`config.mk`:
```
export PLATFORM = sky130hd
export DESIGN_NAME = html_char_stream
export DESIGN_NICKNAME = d
export VERILOG_FILES = /design/src/rtl/html_char_stream.sv
export SDC_FILE = /design/constraint.sdc
export NUM_CORES = 1
export LEC_CHECK = 0
export CORE_MARGIN = 1
export CORE_UTILIZATION = 36
export DETAILED_ROUTE_END_ITERATION = 16
export HOLD_SLACK_MARGIN = 0.15
export MAX_ROUTING_LAYER = met4
export SLEW_MARGIN = 20
export SYNTH_ARGS = -nofsm -noshare
export SYNTH_HDL_FRONTEND = slang
export SYNTH_SLANG_ARGS = --single-unit
```
`constraint.sdc`:
```
create_clock -name clock -period 3.8 [get_ports clock]
set_input_delay 0.76 -clock clock [delete_from_list [all_inputs] [get_ports clock]]
set_output_delay 0.76 -clock clock [all_outputs]
set_load 0.01 [all_outputs]
```
`src/rtl/html_char_stream.sv`:
```
// Purpose : character FIFO between the HTML source and the tokenizer, with one-char lookahead,
//           optional CR stripping, head line/column tracking and end-of-document detection.
// Latency : 1 cycle push-to-head on an empty buffer; 1 char/cycle sustained.
// Backpr. : in_ready = run && not full && no in_last seen yet; it never depends on out_ready.
//
// Ports:
//   clock, state_enable         clock and synchronous active-low reset (0 = reset)
//   in_char/in_valid/in_last    producer side, handshake with in_ready
//   out_char/out_valid/out_last consumer side head entry, popped when out_ready
//   peek_char/peek_valid        entry behind the head
//   line/column                 1-based position of the head character
//   count                       stored entries
//   has_finished                final character consumed and buffer empty
module html_char_stream #(
   parameter int CHAR_WIDTH = 8,
   parameter int DEPTH      = 16,
   parameter int LINE_WIDTH = 16,
   parameter int COL_WIDTH  = 12,
   parameter bit STRIP_CR   = 1'b1
) (
   input  logic                           clock,
   input  logic                           state_enable,
   input  logic [CHAR_WIDTH-1:0]          in_char,
   input  logic                           in_valid,
   input  logic                           in_last,
   output logic                           in_ready,
   output logic [CHAR_WIDTH-1:0]          out_char,
   output logic                           out_valid,
   output logic                           out_last,
   input  logic                           out_ready,
   output logic [CHAR_WIDTH-1:0]          peek_char,
   output logic                           peek_valid,
   output logic [LINE_WIDTH-1:0]          line,
   output logic [COL_WIDTH-1:0]           column,
   output logic [$clog2(DEPTH+1)-1:0]     count,
   output logic                           has_finished
);

   localparam int PTR_W = $clog2(DEPTH);
   localparam int CNT_W = $clog2(DEPTH+1);

   localparam logic [CHAR_WIDTH-1:0] CH_CR   = CHAR_WIDTH'(8'h0D);
   localparam logic [CHAR_WIDTH-1:0] CH_LF   = CHAR_WIDTH'(8'h0A);
   localparam logic [CNT_W-1:0]      DEPTH_C = CNT_W'(DEPTH);

   typedef struct packed {
      logic                  last;
      logic [CHAR_WIDTH-1:0] chr;
   } entry_t;

   entry_t                mem_q [DEPTH];
   entry_t                mem_d [DEPTH];
   logic [PTR_W-1:0]      rd_ptr_q, rd_ptr_d;
   logic [PTR_W-1:0]      wr_ptr_q, wr_ptr_d;
   logic [CNT_W-1:0]      count_q, count_d;
   logic                  eos_q, eos_d;
   // run_q is low for the cycle following a reset edge so in_ready stays
   // low during that cycle, then rises for good.
   logic                  run_q, run_d;
   logic [LINE_WIDTH-1:0] line_q, line_d;
   logic [COL_WIDTH-1:0]  col_q, col_d;

   logic                  not_empty;
   logic                  two_plus;
   logic                  push;
   logic                  pop;
   logic                  store;
   logic                  is_cr;
   logic [PTR_W-1:0]      rd_ptr_inc;
   entry_t                head;
   entry_t                behind;

   // Status decode, all from registers
   always_comb begin
      not_empty  = (count_q != '0);
      two_plus   = (count_q >= CNT_W'(2));
      rd_ptr_inc = rd_ptr_q + PTR_W'(1);
      head       = mem_q[rd_ptr_q];
      behind     = mem_q[rd_ptr_inc];
      in_ready   = run_q && (count_q < DEPTH_C) && !eos_q;
      push       = in_valid && in_ready;
      pop        = not_empty && out_ready;
      // A stripped CR is still a handshake (and may carry in_last) but takes no slot
      is_cr      = STRIP_CR && (in_char == CH_CR);
      store      = push && !is_cr;
   end

   // Next-state logic
   always_comb begin
      mem_d    = mem_q;
      wr_ptr_d = wr_ptr_q;
      rd_ptr_d = rd_ptr_q;
      count_d  = count_q;
      eos_d    = eos_q;
      run_d    = 1'b1;
      line_d   = line_q;
      col_d    = col_q;

      if (store) begin
         mem_d[wr_ptr_q] = '{last: in_last, chr: in_char};
         wr_ptr_d        = wr_ptr_q + PTR_W'(1);
      end

      if (pop) begin
         rd_ptr_d = rd_ptr_inc;
      end

      unique case ({store, pop})
         2'b10:   count_d = count_q + CNT_W'(1);
         2'b01:   count_d = count_q - CNT_W'(1);
         default: count_d = count_q;
      endcase

      if (push && in_last) begin
         eos_d = 1'b1;
      end

      // Position advances past the character being consumed
      if (pop) begin
         if (head.chr == CH_LF) begin
            line_d = (line_q == '1) ? line_q : line_q + LINE_WIDTH'(1);
            col_d  = COL_WIDTH'(1);
         end else begin
            col_d  = (col_q == '1) ? col_q : col_q + COL_WIDTH'(1);
         end
      end
   end

   // Control and position registers
   always_ff @(posedge clock) begin
      if (!state_enable) begin
         rd_ptr_q <= '0;
         wr_ptr_q <= '0;
         count_q  <= '0;
         eos_q    <= 1'b0;
         run_q    <= 1'b0;
         line_q   <= LINE_WIDTH'(1);
         col_q    <= COL_WIDTH'(1);
      end else begin
         rd_ptr_q <= rd_ptr_d;
         wr_ptr_q <= wr_ptr_d;
         count_q  <= count_d;
         eos_q    <= eos_d;
         run_q    <= run_d;
         line_q   <= line_d;
         col_q    <= col_d;
      end
   end

   // Storage needs no reset: count_q gates every read
   always_ff @(posedge clock) begin
      mem_q <= mem_d;
   end

   // Outputs
   always_comb begin
      out_valid    = not_empty;
      out_char     = not_empty ? head.chr  : '0;
      out_last     = not_empty ? head.last : 1'b0;
      peek_valid   = two_plus;
      peek_char    = two_plus ? behind.chr : '0;
      line         = line_q;
      column       = col_q;
      count        = count_q;
      has_finished = eos_q && !not_empty;
   end

endmodule

```
==> flow_metrics.env, run 1 <==
export IMPL_outcome="finished clean"
export IMPL_drtIter0Drc=489
export IMPL_grt_overflow=0
export IMPL_die_area_sq_um=25500
export IMPL_grt_pass1_wl_um=34100
export IMPL_final_setup_skew_ps=14.4
export IMPL_crit_path_max_incr_delay_ps=590
export IMPL_cts_clk_slew_worst_paths_ps=70
export IMPL_timing_final_hold_violations=0
export IMPL_r2r_slack_ps=540
export IMPL_postCtsSetupRepairBufs=0
export IMPL_cts_tree="done"
export IMPL_dieWidth_um=160
export IMPL_yosys_mux_area_fraction=0.191
export IMPL_place_congestion=0.828
export IMPL_finalWorstSetupSlack_ps=104
export IMPL_cp_startpoint="rd_ptr_q[1]"
export IMPL_synth_flop_cell="edfxtp_1"
export IMPL_cp_endpoint="out_char[7]"
export IMPL_p_per_area_nw_per_um2=573
export IMPL_worstRegToRegCells=9
export IMPL_crit_cells=6
export IMPL_final_util=0.443
export IMPL_routed_wirelength_um=22300
export IMPL_synthesis_area_sq_um=8940
export IMPL_ios=67
export IMPL_placed_cells=1009
export IMPL_layout_nets=729
export IMPL_synth_compound_area_share=0.0644
export IMPL_wl_per_cell_um=21.4
export IMPL_clk_latency_ps=440
export IMPL_pre_cts_ws_ps=91.6
export IMPL_holdCritPathClass="register to register"
export IMPL_nFillCells=2137
export IMPL_crit_path_max_fanout=32
export IMPL_synthArstFlopShare=0
export IMPL_clk_path_buf_depth=2
export IMPL_crit_chain="buf_6 -> nor2_1 -> a221oi_1 -> o21ai_0 -> a21oi_1 -> clkdlybuf4s50_1"
export IMPL_end_kind="output port"
export IMPL_area_growth_pct=20.4
export IMPL_leakage_nw=3.42
export IMPL_critical_path_class="register to output port"
export IMPL_numCtsBuffers=17
export IMPL_ctsHoldBuffers=0
export IMPL_grt_antenna_before_repair=0
export IMPL_instances_no_fill=1042
export IMPL_crit_slowest_cell="clkdlybuf4s50_1"
export IMPL_hold_start="line[4]"
export IMPL_finalSetupTns_ps=0
export IMPL_num_vias=5843
export IMPL_maxCapViolations=0
export IMPL_setup_worst_path_start_class="register"
export IMPL_cp_num_buf_inv=2
export IMPL_core_area_sq_um=24300
export IMPL_tightest_slew_ps=1140
export IMPL_synth_simple_area_share=0.100
export IMPL_synth_xor_area_frac=0.0206
export IMPL_multi_input_area_sq_um=3520
export IMPL_start_util=0.368
export IMPL_route_detailed_drc=0
export IMPL_rr_endpoint="line[4]"
export IMPL_ys_warnings_count=0
export IMPL_setup_viol=0
export IMPL_arrival_ps=2940
export IMPL_synthCells=621
export IMPL_root_buffer="clkbuf_16"
export IMPL_ys_ff_latch=187
export IMPL_synth_edf_count=144
export IMPL_fin_crit_sh=0.973
export IMPL_cts_max_level=4
export IMPL_detailed_place_hpwl_um=15000
export IMPL_clock_sinks=187
export IMPL_rsz0062_at_grt="false"
export IMPL_std_cell_rows=57
export IMPL_insertedDiodeCount=0
export IMPL_register_area_sq_um=5190
export IMPL_antenna_left=0
export IMPL_synth_seq_area_share=0.580
export IMPL_die_h_um=160
export IMPL_r2r_start="rd_ptr_q[1]"
export IMPL_grt_total_usage=0.183
export IMPL_critPathRequiredTime_ps=3040
export IMPL_grt_max_degree=77
export IMPL_drv_slew=0
export IMPL_synth_avg_cell_area_sq_um=14.4
export IMPL_synth_top_family_by_area="multiplexers"
export IMPL_syn_nets=645
export IMPL_grt_pass1_vias=5868
export IMPL_maxSlewHeadroom=0.236
export IMPL_fmax_ghz=0.271
export IMPL_synth_adder_area_share=0.0154
export IMPL_drive_above_1_share=0.196
export IMPL_peakVddDrop_uv=374
export IMPL_yosysUniqueCellTypes=56
export IMPL_firstDrtPassIters=5
export IMPL_period_minus_slack_ps=3700
export IMPL_cp_top_family="buffers and inverters"
export IMPL_vias_per_cell=5.61
export IMPL_port_buffers=66
worst min path at each step:
| stage | end | slack, ps | cells after the start |
|---|---|---|---|
| final | line[4] | 490 | 2 |
| after global routing | line[12] | 550 | 2 |
| after CTS | line[4] | 490 | 2 |
| after detailed placement | line[4] | 480 | 2 |
| after global placement | line[4] | 470 | 2 |
| after floorplan | eos_q | 450 | 2 |
kinds of logic after synthesis:
family          after synthesis
compound gates               85
mux                          94
fa+ha+maj                    11
flops                       187
simple gates                175
buf+inv                      48
xor+xnor                     21
report_power, final:
part | switching, mW | internal, mW
sequential | 0.0782 | 2.25
clock | 0.822 | 0.998
combinational | 1.01 | 1.01
total | 1.91 | 4.26
through the flow:
stage	instance area (sq um)	power [mW]	hold WS [ps]
after floorplan	8940	3.54	451
after global placement	10100	4.34	468
after detailed placement	10100	4.37	480
after CTS	10700	6.17	490
after global routing	10800	6.41	547
final	10800	6.17	494
registers in the layout (all words and copies together), names as in the netlist:
name,count
column,12
line,16
wr_ptr_q,4
run_q,1
eos_q,1
mem_q,144
count,5
rd_ptr_q,4
placed cells by master (no fill, tap or decap), drive strengths merged, types with 14 or more instances in the layout:
cell | netlist | layout
nor2 | 45 | 45
clkbuf | 18 | 19
nand2 | 35 | 35
buf | 18 | 34
mux4 | 61 | 61
dfxtp | 43 | 43
inv | 11 | 20
o21ai | 14 | 14
edfxtp | 144 | 144
mux2i | 32 | 32
clkdlybuf4s50 | 0 | 66
xor2 | 15 | 15
a21oi | 22 | 22
a211oi | 17 | 17
nand3 | 22 | 22
repair_timing:
action                                  CTS  global route
gates cloned                              0             1
gates resized for setup                   1             3
endpoints found under the setup margin    1            11
layer usage:
layer	wire (um)	global-route usage	share of wire
met4	466	0.0625	0.021
met3	1130	0.0336	0.051
met5	0	-	0
met1	9520	0.227	0.43
met2	11200	0.299	0.50
synthesized netlist by cell type (12+ instances only):
library cell,n,area share
xor2_1,15,0.015
nor3_1,13,0.0073
nor2_1,45,0.019
nand3_1,22,0.012
mux4_2,61,0.15
a211oi_1,17,0.014
dfxtp_1,43,0.096
a21oi_1,22,0.012
nand2_1,34,0.014
mux2i_1,32,0.036
and3_1,12,0.0084
edfxtp_1,144,0.48
clkbuf_1,17,0.0071
o21ai_0,12,0.0067
area by class of cell:
class                      count  share of cell area
multi-input combinational    386               0.327
timing repair buffer         101              0.0931
inverter                      12             0.00419
clock inverter                14              0.0159
sequential                   187               0.482
clock buffer                  18              0.0399
tap                          324              0.0377
worst min-delay path, stage by stage, from the launching register on:
cell,delay [ps]
dfxtp_1,330
nand2_1,60
mux2i_1,60
Power figures use the tool's default switching activity.
==> run 2, diff against run 1 <==
GPL_ROUTABILITY_DRIVEN = 1   (was default)
==> results of run 2 <==
The final DEF is identical to that of run 1; final timing and power are the same.
==> run 3, diff against run 2 <==
CTS_BUF_LIST = sky130_fd_sc_hd__clkbuf_4   (was default)
==> run 3 against run 2 <==
  * Hold slack improved by 9.1 ps
  * Critical path type unchanged
  * Final cell count increased by 1.2%
  * Register-to-register slack better by 80 ps
  * Sequential share of layout area increased by 0.61 points
  * Setup slack lost 13 ps
  * Largest power group unchanged
==> flow_metrics.env, run 3 (synthesis gave the netlist of run 1 again) <==
export IMPL_leakage_nw=3.42
export IMPL_root_buffer="clkbuf_4"
export IMPL_num_vias=5914
export IMPL_cts_max_level=4
export IMPL_grt_max_degree=39
export IMPL_die_h_um=160
export IMPL_wl_per_cell_um=21.2
export IMPL_critical_path_class="register to output port"
export IMPL_route_detailed_drc=0
export IMPL_std_cell_rows=57
export IMPL_r2r_slack_ps=620
export IMPL_die_area_sq_um=25500
export IMPL_end_kind="output port"
export IMPL_setup_worst_path_start_class="register"
export IMPL_numCtsBuffers=17
export IMPL_r2r_start="rd_ptr_q[1]"
export IMPL_rr_endpoint="line[4]"
export IMPL_place_congestion=0.828
export IMPL_fin_crit_sh=0.976
export IMPL_largest_reg_flops=144
export IMPL_dieWidth_um=160
export IMPL_drtIter0Drc=482
export IMPL_clk_latency_ps=590
export IMPL_maxCapViolations=0
export IMPL_holdCritPathClass="register to register"
export IMPL_hold_start="line[4]"
export IMPL_drive_above_1_share=0.219
export IMPL_regMostFlops="mem_q"
export IMPL_grt_antenna_before_repair=1
export IMPL_crit_path_max_fanout=12
export IMPL_core_area_sq_um=24300
export IMPL_grt_overflow=0
export IMPL_clock_sinks=187
export IMPL_drv_slew=0
export IMPL_layout_nets=740
export IMPL_min_path_cells=2
export IMPL_detailed_place_hpwl_um=15000
export IMPL_antenna_left=0
export IMPL_p_per_area_nw_per_um2=526
export IMPL_final_cell_mix="edfxtp_1, mux4_2, clkdlybuf4s50_1, nor2_1, dfxtp_1"
export IMPL_instances_no_fill=1054
export IMPL_worstRegToRegCells=9
export IMPL_port_buffers=66
export IMPL_cts_clk_slew_worst_paths_ps=150
export IMPL_final_common_cell="edfxtp_1"
export IMPL_final_area_sq_um=10600
export IMPL_routed_wirelength_um=22300
export IMPL_placed_area_sq_um=10100
export IMPL_arrival_ps=2950
export IMPL_peakVddDrop_uv=236
export IMPL_grt_pass1_vias=5974
export IMPL_area_growth_pct=18.9
export IMPL_nFillCells=2161
export IMPL_cts_tree="done"
export IMPL_clk_path_buf_depth=2
export IMPL_setup_viol=0
export IMPL_firstDrtPassIters=5
export IMPL_holdPathEnd="line[4]"
export IMPL_outcome="finished clean"
export IMPL_fmax_ghz=0.270
export IMPL_grt_pass1_wl_um=34500
export IMPL_period_minus_slack_ps=3710
export IMPL_grt_total_usage=0.185
export IMPL_timing_final_hold_violations=0
export IMPL_ios=67
export IMPL_start_util=0.368
export IMPL_maxSlewHeadroom=0.259
export IMPL_tightest_slew_ps=1110
export IMPL_final_setup_skew_ps=33.1
export IMPL_critPathRequiredTime_ps=3040
export IMPL_vias_per_cell=5.61
export IMPL_placed_cells=1009
-- run 3: worst max-delay path by stage --
stage	startpoint	endpoint	slack (ps)
after detailed placement	in_char[1]	count[4]	90
final	rd_ptr_q[0]	peek_char[5]	90
after CTS	rd_ptr_q[0]	peek_char[7]	10
after global placement	in_char[1]	count[4]	170
after floorplan	rd_ptr_q[1]	peek_char[6]	460
after global routing	rd_ptr_q[0]	peek_char[1]	-10
-- run 3: report_power, final --
part | internal (mW) | switching [mW]
Combinational | 1.07 | 1.03
Sequential | 2.25 | 0.0779
Clock | 0.425 | 0.734
Total | 3.75 | 1.84
-- run 3: final cells by class --
class                           count  area, sq um  area share
Multi-Input combinational cell    386         3550       0.334
Antenna cell                        1         2.50    0.000235
Tap cell                          324          405      0.0381
Clock inverter                     14          171      0.0161
Inverter                           12         45.0     0.00424
Clock buffer                       18          135      0.0127
Timing Repair Buffer              112         1130       0.106
Sequential cell                   187         5190       0.488
-- run 3: what timing repair did --
item                                   in CTS  in global routing
pin swaps                                   0                  0
cloned                                      2                  0
setup endpoints to repair                  14                  7
resized for setup                          13                  7
buffers inserted                            5                  5
endpoints found under the hold margin       0                  0
hold buffers                                0                  0
-- run 3: layer usage --
metal | part of all wire | vias up | track usage
met3 | 0.048 | 50 | 0.0292
met1 | 0.42 | 3029 | 0.229
met5 | 0 | - | -
li1 | - | 2650 | -
met4 | 0.040 | 0 | 0.0892
met2 | 0.49 | 185 | 0.296
-- run 3: stage by stage --
step / hold slack, ps / TNS [ps] / total power, mW / worst slack, ps / util
2_1_floorplan: 451 / 0 / 3.54 / 458 / -
3_3_place_gp: 468 / 0 / 4.34 / 173 / 0.416
3_5_place_dp: 480 / 0 / 4.37 / 91.6 / 0.416
4_1_cts: 499 / 0 / 5.60 / 14.5 / 0.434
5_1_grt: 558 / -12.1 / 5.82 / -12.1 / 0.437
6_report: 503 / 0 / 5.59 / 91.4 / 0.437
-- run 3: critical path: stages (launching register included) --
cell and delay (ps):
dfxtp_4 420, ha_4 340, buf_12 170, mux4_2 490
nor2b_1 150, a211oi_2 220, a211oi_1 90, clkdlybuf4s50_1 500
